**config.mk**
```make
export PLATFORM = sky130hd
export DESIGN_NAME = seq_det_fsm
export DESIGN_NICKNAME = d
export VERILOG_FILES = /design/src/rtl/seq_det_pkg.sv /design/src/rtl/seq_det_prefix_match.sv /design/src/rtl/seq_det_fsm.sv
export SDC_FILE = /design/constraint.sdc
export NUM_CORES = 1
export LEC_CHECK = 0
export BUFFER_PORTS_ARGS = -buffer_cell sky130_fd_sc_hd__buf_2
export CAP_MARGIN = 0
export CELL_PAD_IN_SITES_DETAIL_PLACEMENT = 1
export CELL_PAD_IN_SITES_GLOBAL_PLACEMENT = 1
export CORE_AREA = 10 10 48 50
export CTS_CLUSTER_DIAMETER = 200
export CTS_CLUSTER_SIZE = 24
export DETAILED_ROUTE_END_ITERATION = 12
export DIE_AREA = 0 0 58 60
export PLACE_DENSITY_LB_ADDON = 0.1
export RECOVER_POWER = 25
export SLEW_MARGIN = 20
export SYNTH_ARGS = -nofsm -noshare
export SYNTH_HDL_FRONTEND = slang
export SYNTH_SLANG_ARGS = --single-unit
```
**constraint.sdc**
```tcl
create_clock -name clk -period 1.2 [get_ports clk]
set_clock_uncertainty 0.05 [all_clocks]
set_input_delay 0.24 -clock clk [delete_from_list [all_inputs] [get_ports clk]]
set_output_delay 0.24 -clock clk [all_outputs]
set_load 0.03 [all_outputs]
```
**src/rtl/seq_det_pkg.sv**
```systemverilog
// Shared constants and elaboration-time helpers for the seq_det pattern detector.
// Latency: n/a (package only).
// Backpressure: n/a (package only).
package seq_det_pkg;

    // Supported pattern lengths.
    localparam int PAT_W_MIN = 2;
    localparam int PAT_W_MAX = 16;

    // Ceiling log2, never below 1 so that a port width is always legal.
    function automatic int clog2(input int value);
        int r;
        r = 0;
        for (int i = 0; i < 31; i++) begin
            if ((1 << i) < value) begin
                r = i + 1;
            end
        end
        if (r < 1) begin
            r = 1;
        end
        return r;
    endfunction

    // Longest proper prefix of the pattern (first-received bit at width-1)
    // that is also a suffix of it: the progress to resume from after an
    // overlapping match.
    function automatic int kmp_fallback(input logic [PAT_W_MAX-1:0] pat, input int width);
        int                   best;
        logic [PAT_W_MAX-1:0] mask;
        best = 0;
        for (int k = 1; k < width; k++) begin
            mask = {PAT_W_MAX{1'b1}} >> (PAT_W_MAX - k);
            if (((pat >> (width - k)) & mask) == (pat & mask)) begin
                best = k;
            end
        end
        return best;
    endfunction

endpackage

```
**src/rtl/seq_det_prefix_match.sv**
```systemverilog
// Longest pattern prefix matching a suffix of {history, din}, capped at PAT_W-1.
// Latency: 0 cycles (purely combinational).
// Backpressure: none.
// Ports: hist (newest bit at [0]), hist_len (valid history bits), din, match_len.
module seq_det_prefix_match
    import seq_det_pkg::*;
#(
    parameter int               PAT_W   = 4,
    parameter logic [PAT_W-1:0] PATTERN = 4'b1011,
    parameter int               PW      = clog2(PAT_W)
) (
    input  logic [PAT_W-2:0] hist,
    input  logic [PW-1:0]    hist_len,
    input  logic             din,
    output logic [PW-1:0]    match_len
);

    logic [PAT_W-1:0] seq;
    logic [PAT_W-1:0] pref;
    logic [PAT_W-1:0] mask;

    // A length-k prefix ends on din, so it lines up with the low k bits of
    // seq. Only the hist_len+1 genuinely received bits may take part, which
    // keeps stale zeros in an emptied history from faking a match.
    always_comb begin
        seq       = {hist, din};
        pref      = '0;
        mask      = '0;
        match_len = '0;
        for (int k = 1; k < PAT_W; k++) begin
            pref = PATTERN >> (PAT_W - k);
            mask = {PAT_W{1'b1}} >> (PAT_W - k);
            if ((((seq ^ pref) & mask) == '0) && (k <= int'(hist_len) + 1)) begin
                match_len = PW'(k);
            end
        end
    end

endmodule

```
**src/rtl/seq_det_fsm.sv**
```systemverilog
// Serial pattern detector with same-cycle Mealy hit, registered Moore hit and optional saturating hit counter.
// Latency: mealy_hit 0 cycles, moore_hit/progress/hit_cnt 1 cycle after the consuming edge.
// Backpressure: none; en gates consumption, clear discards state and wins over en.
// Ports: clk, reset (async high), en, din, clear -> mealy_hit, moore_hit, progress, hit_cnt, cnt_sat.
// Build option: define SEQDET_COUNT_EN to implement hit_cnt/cnt_sat; otherwise both are tied to 0.
module seq_det_fsm
    import seq_det_pkg::*;
#(
    parameter int               PAT_W   = 4,        // 2..16
    parameter logic [PAT_W-1:0] PATTERN = 4'b1011,  // bit PAT_W-1 arrives first
    parameter bit               OVERLAP = 1'b1,
    parameter int               CNT_W   = 8         // 1..16
) (
    input  logic                    clk,
    input  logic                    reset,
    input  logic                    en,
    input  logic                    din,
    input  logic                    clear,
    output logic                    mealy_hit,
    output logic                    moore_hit,
    output logic [clog2(PAT_W)-1:0] progress,
    output logic [CNT_W-1:0]        hit_cnt,
    output logic                    cnt_sat
);

    localparam int            PW     = clog2(PAT_W);
    localparam logic [PW-1:0] LAST   = PW'(PAT_W - 1);
    localparam logic [PW-1:0] KMP_FB = PW'(kmp_fallback(16'(PATTERN), PAT_W));

    logic [PAT_W-2:0] hist_q, hist_d;
    logic [PW-1:0]    hist_len_q, hist_len_d;
    logic [PW-1:0]    progress_q, progress_d;
    logic             moore_hit_q, moore_hit_d;
    logic [PW-1:0]    match_len;

    seq_det_prefix_match #(
        .PAT_W   (PAT_W),
        .PATTERN (PATTERN),
        .PW      (PW)
    ) u_prefix_match (
        .hist      (hist_q),
        .hist_len  (hist_len_q),
        .din       (din),
        .match_len (match_len)
    );

    // State register.
    always_ff @(posedge clk or posedge reset) begin
        if (reset) begin
            hist_q      <= '0;
            hist_len_q  <= '0;
            progress_q  <= '0;
            moore_hit_q <= 1'b0;
        end else begin
            hist_q      <= hist_d;
            hist_len_q  <= hist_len_d;
            progress_q  <= progress_d;
            moore_hit_q <= moore_hit_d;
        end
    end

    // Next state.
    always_comb begin
        hist_d      = hist_q;
        hist_len_d  = hist_len_q;
        progress_d  = progress_q;
        moore_hit_d = mealy_hit;
        if (clear) begin
            hist_d     = '0;
            hist_len_d = '0;
            progress_d = '0;
        end else if (en) begin
            hist_d     = (hist_q << 1) | (PAT_W - 1)'(din);
            hist_len_d = (hist_len_q == LAST) ? LAST : hist_len_q + 1'b1;
            if (!mealy_hit) begin
                progress_d = match_len;
            end else if (OVERLAP) begin
                progress_d = KMP_FB;
            end else begin
                hist_d     = '0;
                hist_len_d = '0;
                progress_d = '0;
            end
        end
    end

    // Outputs. mealy_hit is a direct combinational path from en/din/clear.
    always_comb begin
        mealy_hit = en & ~clear & (progress_q == LAST) & (din == PATTERN[0]);
        moore_hit = moore_hit_q;
        progress  = progress_q;
    end

`ifdef SEQDET_COUNT_EN
    logic [CNT_W-1:0] cnt_q, cnt_d;

    always_comb begin
        cnt_d = cnt_q;
        if (clear) begin
            cnt_d = '0;
        end else if (mealy_hit && !(&cnt_q)) begin
            cnt_d = cnt_q + 1'b1;
        end
    end

    always_ff @(posedge clk or posedge reset) begin
        if (reset) begin
            cnt_q <= '0;
        end else begin
            cnt_q <= cnt_d;
        end
    end

    assign hit_cnt = cnt_q;
    assign cnt_sat = &cnt_q;
`else
    assign hit_cnt = '0;
    assign cnt_sat = 1'b0;
`endif

endmodule
```
Yosys cells after proc, flatten, opt, wreduce, memory -nomap -nowiden --
Index checks and enable logic that the tools add are counted.
Word-level totals: output and inout bits 13, flip-flop bits (word level) 7, input bits 5, word-level logic and storage cells 37
Cells by class: bitwise operators 8, $add $sub $neg 2, multiplexer cells 11, equal/unequal tests 2, magnitude comparators 3, reduce and logical (&&, ||, !) cells 7
Operator list (count):
- $le A3 B32 Y1 const A | 2
- $le A2 B32 Y1 const A | 1
- $mux W2 | 10
- $logic_not A4 Y1 | 3
- $eq A2 B2 Y1 const B | 2
- $add A2 B1 Y3 const B | 1
- $and A1 B1 Y1 | 3
- $logic_and A1 B1 Y1 | 3
- $not A1 Y1 | 3
- $add A2 B1 Y2 const B | 1
- $not A2 Y2 | 1
- $or A2 B1 Y2 | 1
- $reduce_bool A2 Y1 | 1
- $mux W1 | 1

Logic depth before layout (Yosys ltp) --
depth in word-level cells 9, depth in mapped cells 4

By module --
From an unflattened synthesis, not the netlist that was laid out.
Unflattened totals: cells, all modules 44, area total of the unflattened synthesis 450.4 µm²
By module, submodules not included:
- seq_det_fsm | area each 419.2 µm², cells each 39, sequential area each 200.2 µm², instances 1
- seq_det_prefix_match | area each 31.3 µm², cells each 5, sequential area each 0.0 µm², instances 1

Worst setup path before layout --
No wires, ideal clock.
path kind reg2out, start register progress_q[1], in the netlist progress[1], end output port mealy_hit, stages on the path, launching flop included 3, buffers on the path 0, required time 0.910 ns, data arrival time 1.150 ns, path slack -0.240 ns, cell sequence dfrtp_1 > nand4_4 > nor2_1
On the way: cells in the longest elaborated chain, start to end 3
RTL lines:
- start, declared | line seq_det_fsm.sv:32 | logic [PW-1:0] progress_q, progress_d;
- start signal, assigned | line seq_det_fsm.sv:57 | progress_q <= progress_d;
- $eq A2 B2 Y1 | line seq_det_fsm.sv:89 | mealy_hit = en & ~clear & (progress_q == LAST) & (din == PATTERN[0]);
- $and A1 B1 Y1 (2 in a row) | line seq_det_fsm.sv:89
- end, declared | line seq_det_fsm.sv:19 | output logic mealy_hit,
No other way between the ends.

Final worst setup path --
Same ends and word-level chain as after synthesis.

==> impl_metrics.tcl <==
set metrics [dict create \
    status "finished, violations left" \
    violations "negative setup slack" \
    clk_pin_slew_ps 50 \
    synth_edf_count 0 \
    slowest_stage "dfrtp_2" \
    reg2reg_from "progress[1]" \
    ys_seq_area_frac 0.444 \
    ioPinCount 18 \
    drt_first_iter_violations 2 \
    grt_pass1_wl_um 1480 \
    cts_buffers 3 \
    dieArea_um2 3480 \
    drc 0 \
    die_h_um 60 \
    synth_area_leaders "dfrtp_1, buf_4, nand4_4" \
    synth_cell_types 16 \
    synth_ff_type "dfrtp_1" \
    timing.final.crit_share 1.07 \
    syn-cell-area_um2 394 \
    holdPathStages 2 \
    pwr_density_cell_nw_per_um2 1200 \
    layout_setup_ws_ps -88.8 \
    wl_per_cell_um 12.7 \
    min_to "moore_hit" \
    die_w_um 58 \
    path_max_fanout 2 \
    grt_use_total 0.0577 \
    drv_cap 0 \
    ys_ff_latch 7 \
    num-fill-cells 178 \
    yosysMostFrequentCell "buf_4" \
    synthTopCellsByCount "buf_4, dfrtp_1, nor2_1" \
    dp_hpwl_um 689 \
    avgSynthCellArea_um2 9.85 \
    hold_viol 0 \
    worstPathRequired_ps 910 \
    cts_tree "yes" \
    cp-start-kind "register" \
    rows 14 \
    rsz0062_at_grt "yes" \
    grt_max_degree 10 \
    final.min_clock_period_ps 1290 \
    fin_util 0.342 \
    whs_ps 212 \
    drive_above_1_share 0.333 \
    antenna_found_initial 0 \
    yosys_warnings 0 \
    area_delta_synth_final_pct 24.8 \
    crit_arrival_ps 1000 \
    p_leak_nw 0.252 \
    dr.pass1.iters 4 \
    ir_drop_v 0.000349 \
    port-buffer-count 8 \
    wirelength_um 890 \
    grt_pass1_vias 326 \
    timing.fmax_ghz 0.776 \
    slew_violations 0 \
    synth_top_area_frac 0.444 \
    async_flop_share 1.00 \
    clockRootBuffer "clkbuf_4" \
    yosys.area.top_type "dfrtp_1" \
    htreeDepth 1 \
    diodes 0 \
    hold_path_class "in2reg" \
    regArea_um2 176 \
    via_per_inst 4.46 \
    ant_nets 0 \
    timing.rr.end "progress[1]" \
    overflow 0 \
    max_stage_delay_ps 380 \
    worstSetupEndpointType "output pin" \
    initial_utilization 0.274 \
    rrSetupSlack_ps 300 \
    cp.buffers_inverters 1 \
    path_delay_family "flip-flops" \
    ff2ff_path_depth 3 \
    worstPathCellList "nand4_4, nor2_4, buf_6" \
    finalWeightedCongestion 0.740 \
    multi_input_area_um2 166 \
    holdCritStartpoint "clear" \
    setup_viol 3 \
    cts.sinks 7 \
    critPathKind "reg2out" \
    core_region_area_um2 1440 \
    insertion_delay_ps 250 \
    vias 312 \
    finalNetCount 60 \
    syn-instance-count 40 \
    clock_path_buffers 2 \
]
==> layer usage <==
metal  vias to the layer above  global-route usage  part of all wire
met4                         0              0.0604             0.043
li1                        144                   -                 -
met5                         -                   0                 0
met3                         4              0.0275             0.067
met1                       142              0.0633              0.50
met2                        22              0.0767              0.39
==> metrics by stage <==
step / TNS (ps) / total power, mW / area [um^2] / setup slack, ps / cells
final: -152 / 0.591 / 492 / -88.8 / 70
after global routing: -295 / 0.629 / 492 / -158 / 70
after global placement: 0 / 0.357 / 422 / 110 / 63
after floorplan: 0 / 0.359 / 433 / 2.55 / 48
after CTS: -199 / 0.599 / 492 / -110 / 70
after detailed placement: 0 / 0.359 / 422 / 94.8 / 63
==> cells by family (layout without fill, tap and decap cells) <==
logic type             count (synthesis)  count (layout)  share of synthesized area
buffers and inverters                 13              19                      0.229
and+or+nand+nor                       12              12                      0.187
DFF                                    7               7                      0.444
AOI/OAI and AO/OA                      6               6                      0.105
other                                  1               9                    0.00951
muxes                                  1               1                     0.0254
==> registers in the layout, summed over array words and instances (netlist names) <==
name	cells
hist_len_q	2
hist_q	2
progress	2
moore_hit	1
==> worst max path at each step <==
stage	startpoint	end	slack (ps)	depth (start not counted)
CTS	progress[1]	mealy_hit	-110	3
detailed placement	progress[0]	mealy_hit	90	3
global route	progress[1]	mealy_hit	-160	3
floorplan	progress[0]	mealy_hit	3	2
finish	progress[1]	mealy_hit	-90	3
global placement	progress[0]	mealy_hit	110	3
==> worst register-to-register path, stage by stage (launching register included) <==
cell and delay [ps]:
dfrtp_2 420, buf_4 150, o211ai_2 120, a31oi_1 50
==> power breakdown <==
group          internal (mW)  leakage, nW  switching (mW)
clock network          0.127       0.0150          0.0957
logic                 0.0318        0.145          0.0780
registers              0.248       0.0925          0.0108
total                  0.407        0.252           0.185
==> area by class of cell <==
type / instances / share of cell area
well taps: 16 / 0.0407
inverters: 3 / 0.0229
clock buffers: 4 / 0.0534
flip-flops and latches: 7 / 0.359
multi-input cells: 28 / 0.338
repair buffers: 12 / 0.186
==> layout by cell type (no fill, tap or decap) <==
cell           synthesis  layout
buf_4                  9       3
inv_1                  3       3
mux2i_1                1       1
buf_6                  1       3
nand2_1                2       2
dfrtp_1                7       6
nand4_4                1       1
dlygate4sd3_1          0       1
nor3_1                 1       1
nand2b_1               2       2
nand4b_1               1       1
clkbuf_1               0       1
a31oi_1                1       1
clkbuf_4               0       3
nor2_1                 5       4
nor2_4                 0       1
conb_1                 1       9
a21oi_1                3       3
buf_2                  0       5
o211ai_1               1       1
o211ai_2               1       1
dfrtp_2                0       1
==> repair_timing <==
action / CTS / global route
hold buffers: 1 / 0
hold endpoints to repair: 7 / 0
setup buffers: 2 / 0
endpoints found under the setup margin: 1 / 3
gates resized for setup: 6 / 0
(Power assumes the default switching activity.)
